### src/rtl/qr_job_ctrl.sv
// qr_job_ctrl: job sequencer around the combinational 2x2 complex QR datapath.
// Registers one H per handshake and holds it for a multicycle settle window.
// It then captures Q/R with a subcarrier tag and a singular flag, and offers
// the result downstream until it is accepted.
module qr_job_ctrl #(
  parameter int unsigned W             = 28,
  parameter int unsigned SETTLE_CYCLES = 4,
  parameter int unsigned NUM_SC        = 64,
  parameter int unsigned IDX_W         = 6
) (
  input  logic               clk,
  input  logic               rst_n,
  input  logic               in_valid,
  output logic               in_ready,
  input  logic [8*W-1:0]     h_in,
  output logic [8*W-1:0]     dp_h,
  input  logic [8*W-1:0]     dp_q,
  input  logic [8*W-1:0]     dp_r,
  output logic               out_valid,
  input  logic               out_ready,
  output logic [8*W-1:0]     q_out,
  output logic [8*W-1:0]     r_out,
  output logic [IDX_W-1:0]   out_idx,
  output logic               out_err,
  output logic               busy
);

  typedef enum logic [1:0] {IDLE, SETTLE, HOLD} state_t;

  localparam logic [7:0]       CNT_INIT = 8'(SETTLE_CYCLES - 1);
  localparam logic [IDX_W-1:0] IDX_LAST = IDX_W'(NUM_SC - 1);

  state_t             state_q, state_d;
  logic [7:0]         cnt_q, cnt_d;
  logic [IDX_W-1:0]   tag_q, tag_d;
  logic [IDX_W-1:0]   job_q, job_d;
  logic [8*W-1:0]     dp_h_q, dp_h_d;
  logic [8*W-1:0]     q_q, q_d;
  logic [8*W-1:0]     r_q, r_d;
  logic [IDX_W-1:0]   idx_q, idx_d;
  logic               err_q, err_d;
  logic               vld_q, vld_d;
  logic               accept;
  logic               singular;

  // R11r is element 0 and R22r is element 6 of the packed R bus
  assign singular = (dp_r[W-1:0] == '0) || (dp_r[7*W-1:6*W] == '0);

  // Next-state and handshake logic; a retire in HOLD may coincide with a new
  // accept so the load of a fresh job is applied after the per-state update.
  always_comb begin
    state_d  = state_q;
    cnt_d    = cnt_q;
    tag_d    = tag_q;
    job_d    = job_q;
    dp_h_d   = dp_h_q;
    q_d      = q_q;
    r_d      = r_q;
    idx_d    = idx_q;
    err_d    = err_q;
    vld_d    = vld_q;
    in_ready = 1'b0;
    accept   = 1'b0;
    case (state_q)
      IDLE: begin
        in_ready = 1'b1;
        accept   = in_valid;
      end
      SETTLE: begin
        if (cnt_q != '0) begin
          cnt_d = cnt_q - 8'd1;
        end else begin
          q_d     = dp_q;
          r_d     = dp_r;
          idx_d   = tag_q;
          err_d   = singular;
          vld_d   = 1'b1;
          state_d = HOLD;
        end
      end
      HOLD: begin
        in_ready = out_ready;
        if (out_ready) begin
          vld_d   = 1'b0;
          state_d = IDLE;
          accept  = in_valid;
        end
      end
      default: state_d = IDLE;
    endcase
    if (accept) begin
      dp_h_d  = h_in;
      cnt_d   = CNT_INIT;
      tag_d   = job_q;
      job_d   = (job_q == IDX_LAST) ? '0 : job_q + 1'b1;
      state_d = SETTLE;
    end
  end

  // State and datapath registers
  always_ff @(posedge clk or negedge rst_n) begin
    if (!rst_n) begin
      state_q <= IDLE;
      cnt_q   <= '0;
      tag_q   <= '0;
      job_q   <= '0;
      dp_h_q  <= '0;
      q_q     <= '0;
      r_q     <= '0;
      idx_q   <= '0;
      err_q   <= 1'b0;
      vld_q   <= 1'b0;
    end else begin
      state_q <= state_d;
      cnt_q   <= cnt_d;
      tag_q   <= tag_d;
      job_q   <= job_d;
      dp_h_q  <= dp_h_d;
      q_q     <= q_d;
      r_q     <= r_d;
      idx_q   <= idx_d;
      err_q   <= err_d;
      vld_q   <= vld_d;
    end
  end

  assign dp_h      = dp_h_q;
  assign q_out     = q_q;
  assign r_out     = r_q;
  assign out_idx   = idx_q;
  assign out_err   = err_q;
  assign out_valid = vld_q;
  assign busy      = (state_q != IDLE);

endmodule

### config.mk
export PLATFORM = sky130hd
export DESIGN_NAME = qr_job_ctrl
export DESIGN_NICKNAME = d
export VERILOG_FILES = /design/src/rtl/qr_job_ctrl.sv
export SDC_FILE = /design/constraint.sdc
export NUM_CORES = 1
export LEC_CHECK = 0
export CORE_AREA = 5 5 530 532
export DETAILED_ROUTE_END_ITERATION = 16
export DIE_AREA = 0 0 535 537
export SETUP_SLACK_MARGIN = 0.3
export SYNTH_ARGS = -nofsm -noshare
export SYNTH_HDL_FRONTEND = slang
export SYNTH_SLANG_ARGS = --single-unit
### constraint.sdc
create_clock -name clk -period 3 [get_ports clk]
set_clock_uncertainty 0.05 [all_clocks]
set_input_delay 0.6 -clock clk [delete_from_list [all_inputs] [get_ports clk]]
set_output_delay 0.6 -clock clk [all_outputs]
set_load 0.01 [all_outputs]
* Word-level counts from Yosys, hierarchy flattened
Cells that the tools add are included.
** Storage, ports and cells
- Output and inout port bits :: 682
- Input bits :: 676
- Bits in read-only memories :: 0
- Memory bits (writable) :: 0
- Logic and storage cells :: 48
- Bits in latches :: 0
- Flip-flop bits (word level) :: 702
- Memories kept :: 0
** Cells by class
- Magnitude comparators :: 0
- Add/subtract/negate cells :: 2
- Divide/modulo/power cells :: 0
- Multiplexer cells :: 14
- Shift operators :: 0
- Reductions and logical operators :: 13
- Multipliers :: 0
- Bitwise gates (word level) :: 1
- Equality and inequality tests :: 8
** Operators with widths (number)
- logical NOT 28 bit :: 2
- two-way mux 8 bit :: 3
- nonzero test 2 bit :: 4
- nonzero test 8 bit :: 1
- subtractor 8 x 1 -> 8 bit (second input constant) :: 1
- adder 6 x 1 -> 6 bit (second input constant) :: 1
- == test 6 bit (second input constant) :: 1
- two-way mux 2 bit :: 3
- two-way mux 6 bit :: 1
- inequality test 2 bit (second input constant) :: 3
- inequality test 3 bit (second input constant) :: 2
- one-hot mux 1 bit (2 select lines) :: 3
- one-hot mux 2 bit (3 select lines) :: 1
- AND reduction 3 bit :: 2
- AND reduction 2 bit :: 2
- two-way mux 1 bit :: 3
- == test 2 x 1 -> 1 bit (second input constant) :: 1
- == test 2 bit (second input constant) :: 1
- logical NOT 2 bit :: 1
- logical OR 1 bit :: 1
- NOT 1 bit :: 1

* Depth between registers and ports, before layout
- Depth after elaboration :: 4
- Gate-level depth with buffers :: 8
- Depth with buffers taken out :: 6

* Worst setup path after synthesis
No wires, ideal clock.
- Kind :: flip-flop to flip-flop
- Start point :: register cnt_q[0]
- End point :: register q_q[196] (netlist: q_out[196])
- Slack :: 1.078 ns
- Data arrival time :: 1.747 ns
- Data required time :: 2.825 ns
- Clock period less this slack :: 1.922 ns
- Path buffers :: 2
- Cell stages (with the launch flop) :: 8
- Library setup time :: 0.125 ns
- Path through :: dfrtp_1 inv_1 ha_1 nor2b_1 nand3_2 buf_4 buf_6 mux2_4
** Between the ends
- Word-level cells in the longest chain between the ends :: 3
** RTL lines
- start, declared :: RTL line 34 : logic [7:0] cnt_q, cnt_d;
- start signal, assigned :: RTL line 115 : cnt_q <= cnt_d;
- nonzero test 8 bit :: RTL line 70 : if (cnt_q != '0) begin
- NOT 1 bit (no source line)
- AND reduction 2 bit (no source line)
- end signal, assigned :: RTL line 119 : q_q <= q_d;
- end, declared :: RTL line 38 : logic [8*W-1:0] q_q, q_d;
No other way between the ends.
A chain may end at the register's enable or synchronous reset.

* Worst setup path after layout
- Start point :: register q_q[202] (netlist: q_out[202])
- End point :: output port q_out[202]
** RTL lines
- end, declared :: RTL line 21 : output logic [8*W-1:0] q_out,
No word-level cell between the ends.

==> summary.md <==
| Metric | Value |
|---|---|
| Leading post-synthesis cells by cell area | dfrtp_1 (66%), mux2_1 (17%), nand2_1 (9.8%) |
| Clk slew on worst S/H paths | 0.06 ns |
| Layout cells sized above 1 | 8.049% |
| Hold Crit Class | input pin to async pin |
| Hold Vio Cnt, Final | 0 |
| Drt pass-1 iters | 5 |
| CTS tree | yes |
| Synth Instances | 2039 |
| Initial antenna violation count | 146 |
| CP Capture Type | output pin |
| Busiest layer in global routing | met2 |
| Slew headroom | 52.86% |
| M1 GR Usage | 15.25% |
| Htree depth | 3 |
| Count leader, synth | dfrtp_1 |
| CP max stage delay | 0.80 ns |
| Most used flip-flop cell after synthesis | dfrtp_1 |
| GR Overflow Total | 0 |
| Antenna Nets Post-Route | 0 |
| Sequential share of the synthesized area | 65.78% |
| Post-synth EDFFs | 0 |
| Part of the cycle the worst path needs | 87.77% |
| Number of global-route vias before repair | 23890 |
| Largest net degree at the start of global routing | 99 |
| Drc violations | 0 |
| Routed len/inst | 28.01 um |
| Worst-margin pin slew | 0.7071 ns |
| Post-synth top area cell | dfrtp_1 |
| Drt via density | 3.056 |
| Clk root buf | clkbuf_16 |
| Yosys top cell area share | 65.78% |
| GRT Util Overall | 13.62% |
| Post-synthesis register bit count | 702 |
| Final nets | 4128 |
| Die Y-Extent | 537 um |
| CP Launch Type | register |
| Setup violators final | 0 |
| Routed WL | 203.1 mm |
| Synthesis warning total | 0 |
| Layout area overhead | 79.10% |
| IO buf count | 1357 |
| Skew-Pair Late Insertion Delay | 0.80 ns |
| RSZ-0062 raised after global routing | false |
| Core area | 275500 um^2 |
| Crit path required time | 2.35 ns |
| Crit path buffers/inverters | 1 |
| Starting Density | 9.693% |
| Total power | 52.93 mW |
| Fmax | 0.3798 GHz |
| Net count after synthesis | 2718 |
| Top-Level Pins | 1358 |
| Most frequent cells after synthesis | dfrtp_1 (702), nand2_1 (700), mux2_1 (407) |
| Max IR drop VDD | 0.5021 mV |
| Top delay family on crit path | buffers and inverters |
| Placed cell area | 44850 um^2 |
| Clk sink count | 702 |
| Crit-path cells | clkdlybuf4s50_1 |
| Row cnt | 193 |
| Peak fanout along the critical path | 2 |
| Final Max Slew Viols | 0 |
| Die X | 535 um |
| Critical path class | register to output pin |
| Critical Path AT | 1.98 ns |
| Hpwl dp | 175.0 mm |
| Place WS | 0.3747 ns |
| Design Area, Final | 47830 um^2 |
| Pleak | 19.98 nW |
| Clock tree buffer depth | 4 |
| Post-synth ARST share | 100.0% |
| Netlist Area Pre-Place | 26710 um^2 |
| Worst path slowest cell | clkdlybuf4s50_1 |
| Total CTS buffers | 95 |
| Met2 GRT Util | 22.23% |
| Max-cap viol count | 0 |
| Power per cell area | 1107 nW/um^2 |
| First-pass GRT wire length | 255.7 mm |
| Gpl congestion | 0.9152 |
| Fin Setup TNS | 0 ns |
| Min Tclk post-route | 2.633 ns |
| Total number of vias | 22160 |
| Hold Slack | 0.2572 ns |
| Status | finished, final reports clean |
| Distinct cells, synth | 44 |
| Met3 usage | 7.175% |
| Syn Area/Cell | 13.10 um^2 |
| Iteration-0 DRC Markers | 872 |
| Final worst slack | 0.3670 ns |
| Die ar. | 287300 um^2 |
routing by layer:
layer | vias to the layer above | share of wire (%)
met5 | - | 0.14
met1 | 10880 | 38
met2 | 1255 | 46
li1 | 9599 | -
met3 | 385 | 12
met4 | 44 | 3.6
what timing repair did:
action / in CTS / in global routing
hold buffers: 1 / 0
setup endpoints to repair: 132 / 12
hold endpoints to repair: 47 / 0
resized for setup: 134 / 13
setup buffers: 1 / 0
power breakdown:
part	switching, mW	leakage [nW]	internal, mW
Sequential	2.96	8.37	14.2
Combinational	13.4	10.1	10.9
Clock	4.77	1.48	6.60
cell type report:
| cell class | instances | area [um^2] |
|---|---|---|
| Inverter | 4 | 15.01 |
| Clock inverter | 37 | 350.3 |
| Fill cell | 30320 | 227700 |
| Tap cell | 3705 | 4636 |
| Antenna cell | 30 | 75.07 |
| Sequential cell | 702 | 17570 |
| Timing Repair Buffer | 1416 | 14130 |
| Clock buffer | 127 | 2678 |
| Multi-Input combinational cell | 1230 | 8376 |
through the flow:
stage / std cells / utilization, %
finish: 7251 / 17.36
global route: 7238 / 17.35
CTS: 7221 / 17.32
detailed placement: 7055 / 16.28
global placement: 7055 / 16.28
floorplan: 2039 / -
cells by family (layout without fill, tap and decap cells):
logic type	count (synthesis)	in the layout	share of synthesized area, %
compound gates	15	15	0.3842
xor+xnor	5	5	0.1640
fa+ha+maj	3	3	0.1406
buf+inv	107	1584	2.947
flops	702	702	65.78
mux	457	457	19.54
other cells	0	30	0
simple gates	750	750	11.05
cells in the final DEF (no fill, tap or decap), types with 23 or more instances in the layout:
cell	count
buf_12	23
dlygate4sd2_1	131
diode_2	30
mux2_1	407
clkbuf_16	95
buf_4	52
clkdlybuf4s50_1	1197
mux2_2	27
nand2_1	700
dfrtp_1	701
worst paths after layout:
kind / startpoint / end / slack [ns] / cells past startpoint
max reg2reg: state_q[1] / q_out[121] / 0.46 / 6
min: rst_n / dp_h[128] / 0.26 / 2
min reg2reg: dp_h[109] / dp_h[109] / 0.42 / 2
max: q_out[202] / q_out[202] / 0.37 / 1
min in group clk: h_in[109] / dp_h[109] / 0.28 / 3
max in group asynchronous: rst_n / q_out[127] / 1.54 / 4
registers in the layout, summed over array words and instances, names as in the netlist, 2 cells and up:
name     count
out_idx      6
dp_h       224
cnt_q        8
job_q        6
tag_q        6
r_out      224
state_q      2
q_out      224
Note: power is estimated with default switching activity, not from simulation.
